===== src/rtl/vp_pkg.sv =====
// vp_pkg: types and constants shared by the vector processor front end
// (fetch_stage, Decode_Stage).
//   PC_W / INSTR_W / CNT_W   default widths
//   NOP_INSTR / HALT_INSTR   special instruction encodings
//   fetch_state_t            fetch FSM states
//   ifid_t                   IF/ID pipeline register payload
package vp_pkg;

  localparam int PC_W    = 16;
  localparam int INSTR_W = 20;
  localparam int CNT_W   = 32;

  localparam logic [INSTR_W-1:0] NOP_INSTR  = 20'h00000;
  localparam logic [INSTR_W-1:0] HALT_INSTR = 20'hFFFFF;

  typedef enum logic {FS_RUN, FS_HALT} fetch_state_t;

  typedef struct packed {
    logic [INSTR_W-1:0] instr;
    logic [PC_W-1:0]    pc;
    logic               valid;
  } ifid_t;

  function automatic logic is_halt(input logic [INSTR_W-1:0] word);
    return word == HALT_INSTR;
  endfunction

endpackage


===== src/rtl/fetch_stage_if.sv =====
// fetch_stage_if: pipeline-facing signals of the fetch stage.
//   stall, flush, br_taken, br_target   control from decode / execute
//   imem_addr, imem_rdata               sync-read instruction memory
//   instr, instr_pc, instr_valid        IF/ID register toward decode
//   halted, fetch_count                 status
// master = fetch_stage side, slave = surrounding pipeline / memory side.
interface fetch_stage_if #(
  parameter int PC_W    = 16,
  parameter int INSTR_W = 20,
  parameter int CNT_W   = 32
);

  logic               stall;
  logic               flush;
  logic               br_taken;
  logic [PC_W-1:0]    br_target;
  logic [PC_W-1:0]    imem_addr;
  logic [INSTR_W-1:0] imem_rdata;
  logic [INSTR_W-1:0] instr;
  logic [PC_W-1:0]    instr_pc;
  logic               instr_valid;
  logic               halted;
  logic [CNT_W-1:0]   fetch_count;

  modport master (
    input  stall, flush, br_taken, br_target, imem_rdata,
    output imem_addr, instr, instr_pc, instr_valid, halted, fetch_count
  );

  modport slave (
    output stall, flush, br_taken, br_target, imem_rdata,
    input  imem_addr, instr, instr_pc, instr_valid, halted, fetch_count
  );

endinterface


===== src/rtl/fetch_stage_pc_gen.sv =====
// pc_gen: next-PC selection and the PC register.
//   clk, rst    clock, synchronous active-high reset
//   br_taken    redirect request, br_target is the new PC
//   hold        keep the current PC (halted or stalled)
//   pc          current PC; memory data for this address is on imem_rdata
//   next_pc     combinational next PC, drives the memory address
module pc_gen #(
  parameter int              PC_W     = 16,
  parameter logic [PC_W-1:0] RESET_PC = '0
) (
  input  logic            clk,
  input  logic            rst,
  input  logic            br_taken,
  input  logic [PC_W-1:0] br_target,
  input  logic            hold,
  output logic [PC_W-1:0] pc,
  output logic [PC_W-1:0] next_pc
);

  logic [PC_W-1:0] pc_q;
  logic [PC_W-1:0] pc_d;

  // rst is part of the mux so the memory sees RESET_PC during reset and
  // returns mem[RESET_PC] on the first cycle afterwards.
  always_comb begin
    pc_d = pc_q + {{(PC_W-1){1'b0}}, 1'b1};
    if (rst) begin
      pc_d = RESET_PC;
    end else if (br_taken) begin
      pc_d = br_target;
    end else if (hold) begin
      pc_d = pc_q;
    end
  end

  always_ff @(posedge clk) begin
    if (rst) begin
      pc_q <= RESET_PC;
    end else begin
      pc_q <= pc_d;
    end
  end

  assign pc      = pc_q;
  assign next_pc = pc_d;

endmodule


===== src/rtl/fetch_stage.sv =====
// fetch_stage: instruction fetch with IF/ID register, RUN/HALT FSM and a
// delivered-instruction counter.
//   clk, rst   clock, synchronous active-high reset
//   bus        fetch_stage_if.master: control in, memory port, IF/ID out
//
// state   | meaning
// FS_RUN  | fetching, PC advances unless stalled
// FS_HALT | HALT word delivered; PC frozen, bubbles until a redirect
module fetch_stage #(
  parameter int              PC_W     = vp_pkg::PC_W,
  parameter int              INSTR_W  = vp_pkg::INSTR_W,
  parameter logic [PC_W-1:0] RESET_PC = '0,
  parameter int              CNT_W    = vp_pkg::CNT_W
) (
  input  logic          clk,
  input  logic          rst,
  fetch_stage_if.master bus
);

  import vp_pkg::fetch_state_t;
  import vp_pkg::FS_RUN;
  import vp_pkg::FS_HALT;

  localparam logic [INSTR_W-1:0] NOP_W  = '0;
  localparam logic [INSTR_W-1:0] HALT_W = '1;

  fetch_state_t       state_q, state_d;
  logic [INSTR_W-1:0] instr_q, instr_d;
  logic [PC_W-1:0]    instr_pc_q, instr_pc_d;
  logic               valid_q, valid_d;
  logic [CNT_W-1:0]   count_q, count_d;
  logic [PC_W-1:0]    pc;
  logic [PC_W-1:0]    next_pc;

  pc_gen #(
    .PC_W     (PC_W),
    .RESET_PC (RESET_PC)
  ) u_pc_gen (
    .clk       (clk),
    .rst       (rst),
    .br_taken  (bus.br_taken),
    .br_target (bus.br_target),
    .hold      ((state_q == FS_HALT) || bus.stall),
    .pc        (pc),
    .next_pc   (next_pc)
  );

  assign bus.imem_addr = next_pc;

  // Squash beats halt beats stall beats load; only the load path can
  // enter HALT, and only a redirect leaves it.
  always_comb begin
    state_d    = state_q;
    instr_d    = instr_q;
    instr_pc_d = instr_pc_q;
    valid_d    = valid_q;
    count_d    = count_q;
    if (bus.br_taken || bus.flush) begin
      instr_d    = NOP_W;
      instr_pc_d = '0;
      valid_d    = 1'b0;
      if (bus.br_taken) begin
        state_d = FS_RUN;
      end
    end else if (state_q == FS_HALT) begin
      instr_d    = NOP_W;
      instr_pc_d = '0;
      valid_d    = 1'b0;
    end else if (!bus.stall) begin
      instr_d    = bus.imem_rdata;
      instr_pc_d = pc;
      valid_d    = 1'b1;
      count_d    = count_q + {{(CNT_W-1){1'b0}}, 1'b1};
      if (bus.imem_rdata == HALT_W) begin
        state_d = FS_HALT;
      end
    end
  end

  always_ff @(posedge clk) begin
    if (rst) begin
      state_q    <= FS_RUN;
      instr_q    <= NOP_W;
      instr_pc_q <= '0;
      valid_q    <= 1'b0;
      count_q    <= '0;
    end else begin
      state_q    <= state_d;
      instr_q    <= instr_d;
      instr_pc_q <= instr_pc_d;
      valid_q    <= valid_d;
      count_q    <= count_d;
    end
  end

  assign bus.instr       = instr_q;
  assign bus.instr_pc    = instr_pc_q;
  assign bus.instr_valid = valid_q;
  assign bus.halted      = (state_q == FS_HALT);
  assign bus.fetch_count = count_q;

endmodule

===== src/flat_wrapper.sv =====
// flat-port wrapper written by rule: the top's interface ports become plain ports
module fetch_stage_flat import vp_pkg::fetch_state_t; import vp_pkg::FS_RUN; import vp_pkg::FS_HALT;
#(
  parameter int              PC_W     = vp_pkg::PC_W,
  parameter int              INSTR_W  = vp_pkg::INSTR_W,
  parameter logic [PC_W-1:0] RESET_PC = '0,
  parameter int              CNT_W    = vp_pkg::CNT_W
)
  (clk, rst, bus_stall, bus_flush, bus_br_taken, bus_br_target, bus_imem_rdata, bus_imem_addr, bus_instr, bus_instr_pc, bus_instr_valid, bus_halted, bus_fetch_count);
  fetch_stage_if #(.PC_W(PC_W), .INSTR_W(INSTR_W), .CNT_W(CNT_W)) bus_i ();
  input  logic clk;
  input  logic rst;
  input wire logic [$bits(bus_i.stall)-1:0] bus_stall;
  input wire logic [$bits(bus_i.flush)-1:0] bus_flush;
  input wire logic [$bits(bus_i.br_taken)-1:0] bus_br_taken;
  input wire logic [$bits(bus_i.br_target)-1:0] bus_br_target;
  input wire logic [$bits(bus_i.imem_rdata)-1:0] bus_imem_rdata;
  output wire logic [$bits(bus_i.imem_addr)-1:0] bus_imem_addr;
  output wire logic [$bits(bus_i.instr)-1:0] bus_instr;
  output wire logic [$bits(bus_i.instr_pc)-1:0] bus_instr_pc;
  output wire logic [$bits(bus_i.instr_valid)-1:0] bus_instr_valid;
  output wire logic [$bits(bus_i.halted)-1:0] bus_halted;
  output wire logic [$bits(bus_i.fetch_count)-1:0] bus_fetch_count;
  assign bus_i.stall = bus_stall;
  assign bus_i.flush = bus_flush;
  assign bus_i.br_taken = bus_br_taken;
  assign bus_i.br_target = bus_br_target;
  assign bus_i.imem_rdata = bus_imem_rdata;
  assign bus_imem_addr = bus_i.imem_addr;
  assign bus_instr = bus_i.instr;
  assign bus_instr_pc = bus_i.instr_pc;
  assign bus_instr_valid = bus_i.instr_valid;
  assign bus_halted = bus_i.halted;
  assign bus_fetch_count = bus_i.fetch_count;
  fetch_stage #(.PC_W(PC_W), .INSTR_W(INSTR_W), .RESET_PC(RESET_PC), .CNT_W(CNT_W)) u_core (.clk(clk), .rst(rst), .bus(bus_i));
endmodule

===== config.mk =====
export PLATFORM = sky130hd
export DESIGN_NAME = fetch_stage_flat
export DESIGN_NICKNAME = d
export VERILOG_FILES = /design/src/rtl/vp_pkg.sv /design/src/rtl/fetch_stage_if.sv /design/src/rtl/fetch_stage_pc_gen.sv /design/src/rtl/fetch_stage.sv /design/src/flat_wrapper.sv
export SDC_FILE = /design/constraint.sdc
export NUM_CORES = 1
export LEC_CHECK = 0
export ABC_AREA = 1
export CAP_MARGIN = 30
export CORE_ASPECT_RATIO = 1.25
export CORE_MARGIN = 3
export CORE_UTILIZATION = 35
export CTS_CLUSTER_DIAMETER = 80
export DETAILED_ROUTE_END_ITERATION = 8
export PLACE_DENSITY = 0.7
export SYNTH_ARGS = -nofsm -noshare
export SYNTH_HDL_FRONTEND = slang
export SYNTH_SLANG_ARGS = --single-unit

===== constraint.sdc =====
create_clock -name clk -period 2.9 [get_ports clk]
set_input_delay 0.58 -clock clk [delete_from_list [all_inputs] [get_ports clk]]
set_output_delay 0.58 -clock clk [all_outputs]
set_load 0.02 [all_outputs]

# Word-level counts from Yosys, hierarchy flattened
# Index checks and enable logic that the tools add are counted.
dict set report classes {
  bitwise_logic 3
  n_reduce_logical 4
  muxes 8
  n_eq_ne 2
  add_sub_neg 2
}
# op count
set ops {}
lappend ops {{$mux 16} 3}
lappend ops {{$add 32x1->32 const B} 1}
lappend ops {{$eq 20x20->1 const B} 1}
lappend ops {{$add 16x1->16 const B} 1}
lappend ops {{$mux 1} 5}
lappend ops {{$not 1->1} 3}
lappend ops {{$reduce_and 3->1} 1}
lappend ops {{$reduce_or 3->1} 1}
lappend ops {{$logic_or 1x1->1} 2}
lappend ops {{$ne 2x2->1 const B} 1}
dict set report word_totals {
  input_bits 41
  out_inout_bits 86
  reg_bits 86
  wordCells 25
}

# Depth between registers and ports, before layout
dict set report depth {
  ltp_word 5
  mapped_depth 9
  ltp_nobuf 9
}

# By module
# A second synthesis with hierarchy kept.
dict set report hier_totals {
  hier_cells 680
  hier_area_um2 4431.8
}
# module instances area_each_um2 cells_each
set by_module_without_submodules {}
lappend by_module_without_submodules {fetch_stage 1 3329.4 490}
lappend by_module_without_submodules {pc_gen 1 1102.3 190}

# Worst setup path before layout
# OpenSTA, ideal clock, no wires.
dict set report synth_timing {
  kind {input -> output}
  start {input port bus_stall}
  end {output port bus_imem_addr[14]}
  n_path_buf 1
  path_slack_ns 0.729
  arrival_ns 1.591
  cell_stages 8
  required_time_ns 2.320
  cell_sequence {buf_6 -> inv_2 -> nand2_2 -> nor3_4 -> nand3_1 -> nor2_1 -> nor2_1 -> nor2_1}
}
dict set report synth_between {
  elab_chain_len 4
}
# element line
set synth_lines {}
lappend synth_lines {{start: declaration} flat_wrapper.sv:13} ;# input wire logic [$bits(bus_i.stall)-1:0] bus_stall;
lappend synth_lines {{$logic_or 1x1->1} fetch_stage.sv:43} ;# .hold ((state_q == FS_HALT) || bus.stall),
lappend synth_lines {{$mux 16} fetch_stage_pc_gen.sv:31} ;# end else if (hold) begin
lappend synth_lines {{$mux 16} fetch_stage_pc_gen.sv:29} ;# end else if (br_taken) begin
lappend synth_lines {{$mux 16} fetch_stage_pc_gen.sv:27} ;# if (rst) begin
lappend synth_lines {{end: declaration} flat_wrapper.sv:18} ;# output wire logic [$bits(bus_i.imem_addr)-1:0] bus_imem_addr;
# No other way between the ends.

# Final worst setup path
dict set report layout_timing {
  start {input port bus_br_taken}
  end {output port bus_imem_addr[4]}
}
dict set report layout_between {
  elab_chain_len 2
}
# element line
set layout_lines {}
lappend layout_lines {{start: declaration} flat_wrapper.sv:15} ;# input wire logic [$bits(bus_i.br_taken)-1:0] bus_br_taken;
lappend layout_lines {{$mux 16} fetch_stage_pc_gen.sv:29}
lappend layout_lines {{$mux 16} fetch_stage_pc_gen.sv:27}
# No other way between the ends.

==> results.py <==
metrics = {
    "timing": {
        "finalHoldViolCount": 0,
        "relSlewSlack_pct": 75.3,
        "finalCriticalPeriod_ps": 2800,
        "fin_ws_ps": 98.0,
        "report.final.setup_viol": 0,
        "max_freq_ghz": 0.357,
        "fin_skew_ps": 6.35,
        "drv_slew": 0,
        "fin_crit_sh_pct": 96.6,
        "rsz0062_at_grt": "no",
        "fin_setup_tns_ps": 0,
        "worst_pin_slew_ps": 368,
    },
    "placed_design": {
        "globalplace.congestion": 0.882,
        "dp_hpwl_um": 9170,
        "pre_cts_ws_ps": -246,
        "place.port_buffers": 126,
    },
    "synth": {
        "syn_inst": 625,
        "synth_area_per_cell_um2": 6.67,
        "async_flop_share_pct": 0,
        "syn_nets": 668,
        "yosysSeqAreaShare_pct": 41.3,
        "synth.distinct_cells": 32,
        "synth-seq-cells": 86,
        "synth-edff-count": 0,
        "yosys_warnings": 0,
        "syn_area_mm2": 0.00417,
        "synth_ff_type": "dfxtp_1",
    },
    "finish": {
        "area_delta_synth_final_pct": 44.4,
        "nets": 799,
        "fillCellCount": 1098,
        "drive_above_1_share_pct": 6.31,
        "post-route-util_pct": 53.0,
        "diodes": 0,
        "multi_input_area_mm2": 0.00207,
        "seqCellArea_mm2": 0.00172,
    },
    "clocking": {
        "clkTransAtPathRegs_ps": 60,
        "cts_setup_buffers": 0,
        "holdBufCountCts": 0,
        "htreeDepth": 3,
        "cts_tree": "built",
        "cts_made_buffers": 9,
        "cts_num_sinks": 86,
        "root_buffer": "clkbuf_16",
        "clockBufferDepth": 2,
        "clkLatencyLatePin_ps": 340,
    },
    "setup_path": {
        "arrival_ps": 2220,
        "end_kind": "output pin",
        "crit_chain": "clkdlybuf4s50_1, inv_1, buf_12, nand3b_1, o211ai_1, inv_1, clkdlybuf4s50_1",
        "cp_max_fo": 15,
        "critPathRequiredTime_ps": 2320,
        "slowest_delay_ps": 600,
        "r2r.worst_path.cells": 9,
        "critPathSlowestCell": "clkdlybuf4s50_1",
        "critical_path_class": "in2out",
        "cp-start-kind": "input pin",
    },
    "pwr": {
        "power.share.switching_pct": 23.6,
        "p_clk_share_pct": 46.2,
        "p_int_uw": 2170,
        "max-vdd-ir-drop_mv": 0.319,
        "p_seq_share_pct": 43.4,
        "combPwrFrac_pct": 10.3,
        "p_sw_uw": 671,
        "powerDensity_mw_per_mm2": 473,
        "leakage_uw": 0.00256,
    },
    "min_path": {
        "holdPathStages": 2,
        "hp-class": "reg2reg",
    },
    "routing": {
        "antenna_left": 0,
        "post_drt_wl_per_cell_um": 13.1,
        "wl_met2_um": 6050,
        "routed_wl_um": 12100,
        "drtPass1Iterations": 4,
        "maxUsedRoutingLayer": "met5",
        "drt-met1-wl_um": 5080,
        "drt-initial-drc-count": 143,
        "wl_met3_um": 727,
        "route.detailed.drc": 0,
        "vias": 4477,
        "vias_per_cell": 4.88,
    },
    "global_routing": {
        "globalRouteOverflowTotal": 0,
        "track_usage_pct": 18.2,
        "grt_max_degree": 38,
        "antenna_found_initial": 1,
        "grt_pass1_vias": 4187,
        "grt_pass1_wl_um": 20000,
    },
    "floorplanning": {
        "ios": 127,
        "coreArea_mm2": 0.0114,
        "initial_core_util_pct": 36.7,
        "die_y_um": 128,
        "rows": 43,
        "die_x_um": 104,
        "dieArea_mm2": 0.0133,
    },
    "run_status": {
        "status": "complete, no violations",
    },
    "flow_run": {
        "maxCapViolCount": 0,
    },
}
## cells in the final DEF (no fill, tap or decap), drive strengths merged
master         synthesis  final
and2                   1      1
nor3                  11     11
buf                    5     13
ha                     2      2
o211ai                 6      6
xnor2                  2      2
clkinv                 0      2
o21a                   1      1
a211oi                 2      2
or2                    1      1
nor2                  93     93
a31oi                  1      1
clkdlybuf4s50          0    111
nand2                173    173
xor2                   2      2
nand3                 44     44
nand4                 14     14
nand3b                 5      5
nor3b                  1      1
a21oi                 59     59
dlygate4sd2            0      5
o21ai                 23     23
clkdlybuf4s15          0      1
bufinv                 0      2
dlymetal6s2s           0      9
clkbuf                14     12
dfxtp                 86     86
inv                   79     79
## sequential cells by signal, summed over array words and instances, names as in the netlist
| signal | cells |
|---|---|
| u_core.bus.instr | 20 |
| u_core.bus.instr_pc | 16 |
| u_core.bus.instr_valid | 1 |
| u_core.bus.fetch_count | 32 |
| u_core.u_pc_gen.pc | 16 |
| u_core.bus.halted | 1 |
## path summary, 6_finish.rpt
path / from / end / slack [ps]
setup / recovery: bus_br_taken / bus_imem_addr[4] / 100
hold / removal: u_core.bus.instr[19] / u_core.bus.instr[19] / 450
setup reg to reg: u_core.bus.halted / u_core.bus.fetch_count[30] / 1200
hold reg to reg: u_core.bus.instr[19] / u_core.bus.instr[19] / 450
## final cells by class
class                      count  share of cell area (%)
tap                          157                    3.27
clock inverter                 4                    1.29
sequential                    86                    28.6
inverter                      79                    4.93
timing repair buffer         139                    23.1
clock buffer                  12                    4.43
multi-input combinational    441                    34.4
## layer usage
| layer | vias to the layer above | global-route usage (%) |
|---|---|---|
| li1 | 2260 | - |
| met1 | 2049 | 22.0 |
| met2 | 148 | 32.2 |
| met3 | 18 | 3.58 |
| met4 | 2 | 6.49 |
| met5 | - | 0 |
## power groups by stage
stage / logic, µW / clock network [µW] / registers [µW]
after CTS: 299 / 1340 / 1230
after floorplan: 141 / 0 / 1260
after global placement: 298 / 0 / 1260
after global routing: 324 / 1370 / 1240
final: 294 / 1310 / 1230
after detailed placement: 301 / 0 / 1260
## cells in the mapped netlist, types with 4 or more instances
cell type	count	area [µm²]
clkbuf_1	14	52.6
nand2_1	169	634
o211ai_1	6	45.0
nand3b_1	5	37.5
inv_1	77	289
dfxtp_1	86	1720
nor3_1	10	50.1
a21oi_1	59	295
nand4_1	14	87.6
nand3_1	43	215
o21ai_0	23	115
nor2_1	85	319
nor2_4	4	45.0
## worst max-delay path: cells and delay by family
family	cells	cell delay [ps]
simple gates	1	80
buf+inv	5	1420
compound gates	1	120
## through the flow
stage	hold slack, ps	cells	power [µW]	area (µm²)
6_report	453	918	2840	6010
3_3_place_gp	441	902	1560	5650
2_1_floorplan	453	625	1410	4170
4_1_cts	455	918	2870	5990
3_5_place_dp	447	902	1560	5650
5_1_grt	485	918	2930	6010
## logic make-up after synthesis
kind of cell / after synthesis / synth area share (%)
AND/OR/NAND/NOR: 343 / 36.5
buffers and inverters: 98 / 9.07
AO/OA/AOI/OAI: 92 / 11.6
flip-flops: 86 / 41.3
XOR/XNOR: 4 / 0.841
adder cells (fa/ha/maj): 2 / 0.601
## timing repair
action / 4_1_cts / 5_1_grt
hold endpoints to repair: 0 / 0
setup endpoints to repair: 16 / 10
resized for setup: 7 / 12
gates cloned: 0 / 0
No activity file was read; power rests on OpenSTA's default activity.
